$ cat config.mk
export PLATFORM = sky130hd
export DESIGN_NAME = instr_fetch_unit_flat
export DESIGN_NICKNAME = d
export VERILOG_FILES = /design/src/rtl/mips_pkg.sv /design/src/rtl/instr_fetch_unit_if.sv /design/src/rtl/instr_fetch_unit_if_id_reg.sv /design/src/rtl/instr_fetch_unit.sv /design/src/flat_wrapper.sv
export SDC_FILE = /design/constraint.sdc
export NUM_CORES = 1
export LEC_CHECK = 0
export CAP_MARGIN = 20
export CORE_ASPECT_RATIO = 1.2
export CORE_UTILIZATION = 55
export CTS_CLUSTER_DIAMETER = 100
export DETAILED_ROUTE_END_ITERATION = 7
export DONT_BUFFER_PORTS = 1
export PLACE_DENSITY = 0.7
export SLEW_MARGIN = 20
export SYNTH_ARGS = -nofsm -noshare
export SYNTH_HDL_FRONTEND = slang
export SYNTH_SLANG_ARGS = --single-unit
$ cat constraint.sdc
create_clock -name clk -period 2.7 [get_ports clk]
set_input_delay 0.27 -clock clk [delete_from_list [all_inputs] [get_ports clk]]
set_output_delay 0.27 -clock clk [all_outputs]
set_load 0.02 [all_outputs]
$ cat src/rtl/mips_pkg.sv
// Shared fetch-stage definitions: state encoding, widths and the reset instruction.
// Latency: none; constants and types only.
// Backpressure: not applicable.
package mips_pkg;

  localparam int INSTR_W = 32;
  localparam int ADDR_W  = 32;
  localparam logic [INSTR_W-1:0] NOP = 32'h0000_0000;

  typedef enum logic [1:0] {
    S_IDLE  = 2'd0,
    S_FETCH = 2'd1,
    S_FAULT = 2'd2
  } fetch_state_t;

endpackage

$ cat src/rtl/instr_fetch_unit_if.sv
// Fetch bus: ROM address/enable/data plus the IF/ID valid/ready output channel.
// Latency: none; wiring only.
// Backpressure: out_ready from decode gates the fetch side's loads.
interface instr_fetch_unit_if;
  import mips_pkg::*;

  logic [ADDR_W-1:0]  rom_address;
  logic               rom_read_en;
  logic               rom_ce;
  logic [INSTR_W-1:0] rom_data;
  logic               out_valid;
  logic               out_ready;
  logic [INSTR_W-1:0] out_instr;
  logic [ADDR_W-1:0]  out_pc;
  logic [ADDR_W-1:0]  out_pc_plus4;

  modport master (
    output rom_address, rom_read_en, rom_ce,
    input  rom_data,
    output out_valid, out_instr, out_pc, out_pc_plus4,
    input  out_ready
  );

  modport slave (
    input  rom_address, rom_read_en, rom_ce,
    output rom_data,
    input  out_valid, out_instr, out_pc, out_pc_plus4,
    output out_ready
  );

endinterface

$ cat src/rtl/instr_fetch_unit_if_id_reg.sv
// IF/ID pipeline register holding one instruction with its pc and pc+4.
// Latency: 1 edge from load to valid output.
// Backpressure: contents hold while valid && !ready; flush drops the entry.
module if_id_reg
  import mips_pkg::*;
(
  input  logic               clk,
  input  logic               rst_n,
  input  logic               load,
  input  logic               flush,
  input  logic               ready,
  input  logic [INSTR_W-1:0] in_instr,
  input  logic [ADDR_W-1:0]  in_pc,
  output logic               valid,
  output logic [INSTR_W-1:0] instr,
  output logic [ADDR_W-1:0]  pc,
  output logic [ADDR_W-1:0]  pc_plus4
);

  // Flush beats load; an accepted entry with no replacement empties the slot.
  always_ff @(posedge clk or negedge rst_n) begin
    if (!rst_n) begin
      valid    <= 1'b0;
      instr    <= NOP;
      pc       <= '0;
      pc_plus4 <= '0;
    end else if (flush) begin
      valid <= 1'b0;
    end else if (load) begin
      valid    <= 1'b1;
      instr    <= in_instr;
      pc       <= in_pc;
      pc_plus4 <= in_pc + 32'd4;
    end else if (ready) begin
      valid <= 1'b0;
    end
  end

endmodule

$ cat src/rtl/instr_fetch_unit.sv
// Fetch stage: PC, start/stop/redirect FSM, ROM drive and sticky fault capture.
// Latency: 2 edges from start or redirect to the first valid instruction; 1/cycle streaming.
// Backpressure: no ROM read and no PC advance while out_valid && !out_ready.
module instr_fetch_unit
  import mips_pkg::*;
#(
  parameter logic [ADDR_W-1:0] RESET_PC  = 32'h0000_0000,
  parameter int unsigned       ROM_WORDS = 256
) (
  input  logic              clk,
  input  logic              rst_n,
  input  logic              start,
  input  logic              stop,
  input  logic              redirect_valid,
  input  logic [ADDR_W-1:0] redirect_pc,
  output logic              fault,
  output logic [ADDR_W-1:0] fault_pc,
  instr_fetch_unit_if.master bus
);

  fetch_state_t      state, state_n;
  logic [ADDR_W-1:0] pc, pc_n;
  logic [ADDR_W-1:0] fault_pc_n;
  logic              load_ok, pc_bad, load, flush;
  logic              reg_valid;
  logic [INSTR_W-1:0] reg_instr;
  logic [ADDR_W-1:0] reg_pc, reg_pc_plus4;

  assign load_ok = !reg_valid || bus.out_ready;
  assign pc_bad  = ({2'b00, pc[31:2]} >= ROM_WORDS);

  assign bus.rom_address  = {2'b00, pc[31:2]};
  assign bus.rom_ce       = (state == S_FETCH);
  assign bus.rom_read_en  = bus.rom_ce && load_ok;
  assign bus.out_valid    = reg_valid;
  assign bus.out_instr    = reg_instr;
  assign bus.out_pc       = reg_pc;
  assign bus.out_pc_plus4 = reg_pc_plus4;
  assign fault            = (state == S_FAULT);

  // State, PC and fault address registers.
  always_ff @(posedge clk or negedge rst_n) begin
    if (!rst_n) begin
      state    <= S_IDLE;
      pc       <= RESET_PC;
      fault_pc <= '0;
    end else begin
      state    <= state_n;
      pc       <= pc_n;
      fault_pc <= fault_pc_n;
    end
  end

  // Next state and PC: redirect, then bad-PC fault, then load; stop overrides the target state.
  always_comb begin
    state_n    = state;
    pc_n       = pc;
    fault_pc_n = fault_pc;
    load       = 1'b0;
    flush      = 1'b0;
    case (state)
      S_IDLE: begin
        if (start) state_n = S_FETCH;
      end
      S_FETCH: begin
        if (redirect_valid) begin
          flush = 1'b1;
          if (redirect_pc[1:0] != 2'b00) begin
            state_n    = S_FAULT;
            fault_pc_n = redirect_pc;
          end else begin
            pc_n = redirect_pc;
          end
        end else if (load_ok && pc_bad) begin
          flush      = 1'b1;
          state_n    = S_FAULT;
          fault_pc_n = pc;
        end else if (load_ok) begin
          load = 1'b1;
          pc_n = pc + 32'd4;
        end
        if (stop && state_n != S_FAULT) state_n = S_IDLE;
      end
      S_FAULT: begin
        flush = 1'b1;
      end
      default: begin
        state_n = S_IDLE;
      end
    endcase
  end

  if_id_reg u_if_id_reg (
    .clk      (clk),
    .rst_n    (rst_n),
    .load     (load),
    .flush    (flush),
    .ready    (bus.out_ready),
    .in_instr (bus.rom_data),
    .in_pc    (pc),
    .valid    (reg_valid),
    .instr    (reg_instr),
    .pc       (reg_pc),
    .pc_plus4 (reg_pc_plus4)
  );

endmodule

$ cat src/flat_wrapper.sv
// flat-port wrapper written by rule: the top's interface ports become plain ports
module instr_fetch_unit_flat import mips_pkg::*;
#(
  parameter logic [ADDR_W-1:0] RESET_PC  = 32'h0000_0000,
  parameter int unsigned       ROM_WORDS = 256
)
  (clk, rst_n, start, stop, redirect_valid, redirect_pc, fault, fault_pc, bus_rom_address, bus_rom_read_en, bus_rom_ce, bus_rom_data, bus_out_valid, bus_out_instr, bus_out_pc, bus_out_pc_plus4, bus_out_ready);
  instr_fetch_unit_if bus_i ();
  input  logic clk;
  input  logic rst_n;
  input  logic start;
  input  logic stop;
  input  logic redirect_valid;
  input  logic [ADDR_W-1:0] redirect_pc;
  output logic fault;
  output logic [ADDR_W-1:0] fault_pc;
  output wire logic [$bits(bus_i.rom_address)-1:0] bus_rom_address;
  output wire logic [$bits(bus_i.rom_read_en)-1:0] bus_rom_read_en;
  output wire logic [$bits(bus_i.rom_ce)-1:0] bus_rom_ce;
  input wire logic [$bits(bus_i.rom_data)-1:0] bus_rom_data;
  output wire logic [$bits(bus_i.out_valid)-1:0] bus_out_valid;
  output wire logic [$bits(bus_i.out_instr)-1:0] bus_out_instr;
  output wire logic [$bits(bus_i.out_pc)-1:0] bus_out_pc;
  output wire logic [$bits(bus_i.out_pc_plus4)-1:0] bus_out_pc_plus4;
  input wire logic [$bits(bus_i.out_ready)-1:0] bus_out_ready;
  assign bus_rom_address = bus_i.rom_address;
  assign bus_rom_read_en = bus_i.rom_read_en;
  assign bus_rom_ce = bus_i.rom_ce;
  assign bus_i.rom_data = bus_rom_data;
  assign bus_out_valid = bus_i.out_valid;
  assign bus_out_instr = bus_i.out_instr;
  assign bus_out_pc = bus_i.out_pc;
  assign bus_out_pc_plus4 = bus_i.out_pc_plus4;
  assign bus_i.out_ready = bus_out_ready;
  instr_fetch_unit #(.RESET_PC(RESET_PC), .ROM_WORDS(ROM_WORDS)) u_core (.clk(clk), .rst_n(rst_n), .start(start), .stop(stop), .redirect_valid(redirect_valid), .redirect_pc(redirect_pc), .fault(fault), .fault_pc(fault_pc), .bus(bus_i));
endmodule
==> results.yml, run 1 <==
outcome:
  status: "complete, but fails checks"
  violations: "negative hold slack"
min_path:
  hold_class: "in -> async"
placement:
  place_congestion: 0.859
  portBuffers: 0
  place_ws_ns: 0.328
  hpwl_um: 10500
  placed_cells: 775
  place_area_um2: 6890
synth:
  synthSimpleGateAreaFrac_pct: 18.4
  synth_xor_area_share_pct: 0.876
  yosysWarningCount: 0
  synth_compound_area_share_pct: 7.47
  yosysSeqAreaShare_pct: 57.6
  syn-cell-area_um2: 7000
  synthAdderAreaFrac_pct: 0.894
  ys_ff_latch: 161
  ys_types: 49
  synth_area_per_cell_um2: 10.5
  muxShareOfSynthArea_pct: 7.72
  synth_top_family_by_area: "simple AND/OR/NAND/NOR gates"
  netlist_instances: 669
die:
  core_um2: 12300
  rows: 44
  die_h_um: 126
  initial_core_util_pct: 57.0
  die_w_um: 105
  ios: 234
  die_area_um2: 13200
critical_path:
  setup.worst_path.class: "reg -> reg"
  r2r_cells: 6
  reg2reg_from: "u_core.pc[21]$_DFFE_PN0P_"
  r2r_end: "u_core.u_if_id_reg.pc[30]$_DFFE_PN0P_"
  required_ns: 2.99
  max_stage_delay_ns: 0.48
  crit_path_start_kind: "flip-flop"
  r2r_setup_slack_ns: 0.37
  end_kind: "flip-flop"
  arrival_ns: 2.62
  path_common_cell: "buf_4"
  path_cells: "nor4_1, buf_4, and4_1, nand4_4, buf_4, and2_1"
  crit_fanout: 107
  slowest_stage: "dfrtp_1"
sta:
  holdWs_ns: -0.449
  rsz0062_at_grt: "false"
  worst_slack_ns: 0.366
  drv_slew: 0
  finalHoldViolCount: 161
  setup_tns_ns: 0
  finalSetupViolCount: 0
  slew_headroom_pct: 37.4
  worstMarginPinSlew_ns: 0.939
  clock_skew_ns: 0.0135
  min_period_over_period_pct: 86.4
  fin_crit_ns: 2.33
  clock.fmax_ghz: 0.428
global_routing:
  grt_usage_pct: 25.1
  grt_max_degree: 162
  grt_overflow: 0
  grt_pass1_vias: 4932
  grt_antenna_before_repair: 0
  grt_pass1_wl_um: 25900
routing:
  drt-initial-drc-count: 295
  num_vias: 4718
  drtPass1Iterations: 6
  ant_nets: 0
  drt_wl_total_um: 16000
  viasPerCell: 5.62
  wire_per_inst_um: 19.1
  drc: 0
pwr:
  irDropWorstVdd_mv: 0.520
  power_density_nw_per_um2: 1040
  p_leak_nw: 3.83
  p_total_mw: 8.13
cells_and_area:
  most-common-layout-cells: "161 x dfrtp_1, 156 x nand2_1, 52 x and2_1"
  synthToLayoutAreaGrowth_pct: 11.7
  n_antenna_cell: 0
  nets: 741
  drive_gt1_share_pct: 8.84
  layout_commonest_cell: "dfrtp_1"
  layout.cells.non_filler: 840
  final_area_um2: 7820
cts:
  clock_latency_ns: 0.41
  cts-hold-fix-buffers: 32
  cts_buffer_depth: 2
  root_buffer: "clkbuf_16"
  numCtsBuffers: 17
  post_cts_buffers: 0
  htreeDepth: 4
  cts.sinks: 161
  tritoncts: "done"
  cts-resized-gates: 0
  path_clk_slew_ns: 0.07
job:
  maxCapViolations: 0
worst max-delay path, delay by kind of cell, from the launching register on:
| kind | cells | cell delay [ns] |
|---|---|---|
| and+or+nand+nor | 4 | 1.08 |
| DFF | 1 | 0.48 |
| buffers and inverters | 2 | 0.57 |
registers in the layout, indices dropped and copies added (netlist names):
| register | cells |
|---|---|
| u_core.fault_pc | 32 |
| u_core.pc | 32 |
| u_core.state | 2 |
| u_core.u_if_id_reg.instr | 32 |
| u_core.u_if_id_reg.pc | 32 |
| u_core.u_if_id_reg.pc_plus4 | 30 |
| u_core.u_if_id_reg.valid | 1 |
report_power, final:
group | leakage (nW) | switching (mW) | internal [mW]
Combinational | 1.45 | 0.784 | 0.684
Clock | 0.277 | 0.991 | 1.34
Sequential | 2.10 | 1.32 | 3.02
Total | 3.83 | 3.09 | 5.04
how the worst max path moves through the flow:
stage                                start                                          end  slack [ns]  cells past startpoint
6_report         u_core.pc[21]$_DFFE_PN0P_        u_core.u_if_id_reg.pc[30]$_DFFE_PN0P_        0.37                      6
5_1_grt          u_core.pc[22]$_DFFE_PN0P_              u_core.fault_pc[23]$_DFFE_PN0P_        0.12                      7
4_1_cts          u_core.pc[21]$_DFFE_PN0P_               u_core.fault_pc[0]$_DFFE_PN0P_        0.29                      6
3_5_place_dp     u_core.pc[21]$_DFFE_PN0P_               u_core.fault_pc[0]$_DFFE_PN0P_        0.33                      6
3_3_place_gp     u_core.pc[21]$_DFFE_PN0P_  u_core.u_if_id_reg.pc_plus4[18]$_DFFE_PN0P_        0.39                      6
2_1_floorplan  u_core.state[1]$_DFFE_PN0P_               u_core.fault_pc[0]$_DFFE_PN0P_        0.59                      8
per-layer routing:
| metal | vias to the layer above | global-route usage [%] | wire (µm) | part of all wire, % |
|---|---|---|---|---|
| met5 | - | 0 | 0 | 0 |
| met4 | 0 | 10.9 | 374 | 2.3 |
| met3 | 30 | 7.35 | 1320 | 8.2 |
| met2 | 209 | 41.9 | 8060 | 50 |
| met1 | 2313 | 30.4 | 6250 | 39 |
| li1 | 2166 | - | - | - |
logic make-up after synthesis:
family	count (synthesis)
AND/OR/NAND/NOR	273
flip-flops	161
AO/OA/AOI/OAI	87
buffers and inverters	87
multiplexers	48
XOR/XNOR	7
adder cells (fa/ha/maj)	5
other	1
cell type report:
class / instances / area, µm²
flip-flops and latches: 161 / 4030
fillers: 980 / 4460
multi-input cells: 422 / 2500
inverters: 19 / 71.3
well taps: 161 / 201
clock buffers: 20 / 457
clock inverters: 12 / 124
repair buffers: 45 / 438
cells in the mapped netlist, drive strengths merged:
library cell | count | area share, %
and4 | 3 | 0.38
a32oi | 3 | 0.38
o221ai | 1 | 0.13
and3 | 3 | 0.27
clkbuf | 16 | 0.86
dfrtp | 161 | 58
a221o | 1 | 0.14
nor4b | 1 | 0.13
nor3 | 5 | 0.36
o22a | 1 | 0.13
o21bai | 1 | 0.11
and2b | 1 | 0.11
o22ai | 2 | 0.18
and2 | 52 | 4.6
clkinv | 1 | 0.054
nor2b | 5 | 0.45
nor2 | 15 | 0.80
nor4 | 6 | 0.72
xnor2 | 5 | 0.63
xor2 | 2 | 0.25
ha | 5 | 0.89
a21o | 9 | 0.97
a31oi | 1 | 0.089
o41a | 1 | 0.16
o31ai | 2 | 0.21
a21oi | 14 | 1.1
o2111ai | 1 | 0.13
buf | 52 | 5.1
a222oi | 1 | 0.14
nand3 | 18 | 1.4
nand2b | 1 | 0.089
nand4 | 4 | 0.45
conb | 1 | 0.054
inv | 18 | 0.97
a221oi | 1 | 0.13
a22o | 1 | 0.13
mux2 | 48 | 7.7
nor3b | 2 | 0.21
o21ai | 47 | 3.4
nand2 | 157 | 8.5
metrics by stage:
stage / hold slack [ns] / utilization (%)
floorplan: -0.0256 / -
global placement: -0.0229 / 56.1
detailed placement: -0.0227 / 56.1
CTS: -0.466 / 63.5
global route: -0.475 / 63.7
finish: -0.449 / 63.7
No activity file was read; power rests on OpenSTA's default activity.
==> run 2, diff against run 1 <==
--- a/config.mk
+++ b/config.mk
@@ -12,6 +12,7 @@
 export DETAILED_ROUTE_END_ITERATION = 7
 export DONT_BUFFER_PORTS = 1
 export PLACE_DENSITY = 0.7
+export RECOVER_POWER = 100
 export SLEW_MARGIN = 20
 export SYNTH_ARGS = -nofsm -noshare
 export SYNTH_HDL_FRONTEND = slang
==> run 2 against run 1 <==
  * The run still ends with negative hold slack left
  * Fmax down 4.3%
  * Register-to-register slack worse by 0.10 ns
  * Sequential share of layout area up 0.24 points
  * Critical path depth unchanged
  * Flip-flop and latch count unchanged
  * Worst hold slack about the same
  * Combinational power down 3%
  * Non-clock buffer count unchanged
  * Wire length down 0.11%
  * Worst setup slack worse by 0.10 ns
  * First-iteration DRC count down 3.7%
  * Largest power group unchanged
==> results.yml, run 2 (synthesis gave the netlist of run 1 again) <==
die:
  die_area_um2: 13200
  ios: 234
  die_h_um: 126
  initial_core_util_pct: 57.0
  die_w_um: 105
  core_um2: 12300
  rows: 44
cells_and_area:
  most-common-layout-cells: "161 x dfrtp_1, 157 x nand2_1, 44 x o21ai_0"
  layout.cells.non_filler: 840
  layout_commonest_cell: "dfrtp_1"
  n_antenna_cell: 0
  nets: 741
  synthToLayoutAreaGrowth_pct: 11.2
  drive_gt1_share_pct: 7.51
  nFillCells: 989
sta:
  fin_crit_ns: 2.44
  finalHoldViolCount: 161
  drv_slew: 0
  finalSetupViolCount: 0
  rsz0062_at_grt: "false"
  clock.fmax_ghz: 0.410
  holdWs_ns: -0.450
  setup_tns_ns: 0
  min_period_over_period_pct: 90.3
  worst_slack_ns: 0.262
  worstMarginPinSlew_ns: 0.972
  slew_headroom_pct: 35.2
  clock_skew_ns: 0.0123
pwr:
  p_total_mw: 8.07
  power_density_nw_per_um2: 1040
  p_leak_nw: 3.78
  irDropWorstVdd_mv: 0.520
cts:
  cts.sinks: 161
  clock_latency_ns: 0.41
  cts_buffer_depth: 2
  htreeDepth: 4
  cts-resized-gates: 0
  numCtsBuffers: 17
  root_buffer: "clkbuf_16"
  path_clk_slew_ns: 0.07
  post_cts_buffers: 0
  tritoncts: "done"
  cts-hold-fix-buffers: 32
critical_path:
  end_kind: "flip-flop"
  r2r_setup_slack_ns: 0.26
  arrival_ns: 2.72
  crit_path_start_kind: "flip-flop"
  crit_fanout: 12
  required_ns: 2.98
  reg2reg_from: "u_core.pc[21]$_DFFE_PN0P_"
  r2r_cells: 6
  setup.worst_path.class: "reg -> reg"
  r2r_end: "u_core.pc[30]$_DFFE_PN0P_"
global_routing:
  grt_max_degree: 162
  grt_pass1_vias: 4932
  grt_pass1_wl_um: 25900
  grt_usage_pct: 25.1
  grt_overflow: 0
  grt_antenna_before_repair: 0
min_path:
  hold_class: "in -> async"
job:
  maxCapViolations: 0
routing:
  num_vias: 4704
  drt-initial-drc-count: 284
  ant_nets: 0
  drc: 0
  drtPass1Iterations: 4
  viasPerCell: 5.60
  wire_per_inst_um: 19.0
  drt_wl_total_um: 16000
outcome:
  violations: "negative hold slack"
  status: "complete, but fails checks"
placement:
  placed_cells: 775
  place_congestion: 0.859
  hpwl_um: 10500
  portBuffers: 0
  place_ws_ns: 0.328
## run 2: changes by cell type in the layout (fill, tap and decap cells not counted), moves of 7 or more
cell      previous run  this run
and2_1              52        32
buf_4               12         4
clkbuf_1             1         8
and2_0               0        20
o21ai_0             20        44
o21ai_1             26         2
## run 2: per-layer routing
metal  GRT usage, %  vias to the layer above  wire [µm]
met4           10.9                        0        370
met2           41.9                      203       8030
met1           30.4                     2306       6310
met5              0                        -          0
li1               -                     2166          -
met3           7.35                       29       1280
## run 2: how the worst max path moves through the flow
stage	startpoint	slack, ns	to
final	u_core.pc[21]$_DFFE_PN0P_	0.26	u_core.pc[30]$_DFFE_PN0P_
after global routing	u_core.pc[22]$_DFFE_PN0P_	0.08	u_core.pc[25]$_DFFE_PN0P_
after CTS	u_core.pc[21]$_DFFE_PN0P_	0.29	u_core.fault_pc[0]$_DFFE_PN0P_
after detailed placement	u_core.pc[21]$_DFFE_PN0P_	0.33	u_core.fault_pc[0]$_DFFE_PN0P_
after global placement	u_core.pc[21]$_DFFE_PN0P_	0.39	u_core.u_if_id_reg.pc_plus4[18]$_DFFE_PN0P_
after floorplan	u_core.state[1]$_DFFE_PN0P_	0.59	u_core.fault_pc[0]$_DFFE_PN0P_
## run 2: critical path: stages, from the launching register on
cell,delay (ns)
dfrtp_1,0.48
nor4_1,0.37
clkbuf_1,0.20
and4_1,0.29
nand3_1,0.13
nand2_1,0.45
mux2_1,0.38
## run 2: where the power goes
| group | internal, mW | total, mW | leakage [nW] | switching, mW |
|---|---|---|---|---|
| clock | 1.34 | 2.33 | 0.277 | 0.988 |
| combinational | 0.642 | 1.42 | 1.40 | 0.774 |
| sequential | 3.02 | 4.33 | 2.10 | 1.31 |
| total | 5.00 | 8.07 | 3.78 | 3.07 |
## run 2: final cells by class
type,instances,area (µm²),share of cell area [%]
Tap cell,161,201,2.59
Multi-Input combinational cell,422,2490,32.0
Clock buffer,20,457,5.87
Sequential cell,161,4030,51.8
Clock inverter,12,124,1.59
Inverter,19,71.3,0.916
Timing Repair Buffer,45,409,5.26
## run 2: through the flow
step	area [µm²]	utilization [%]
2_1_floorplan	7000	-
6_report	7780	63.4
3_3_place_gp	6890	56.1
3_5_place_dp	6890	56.1
5_1_grt	7780	63.4
4_1_cts	7790	63.5
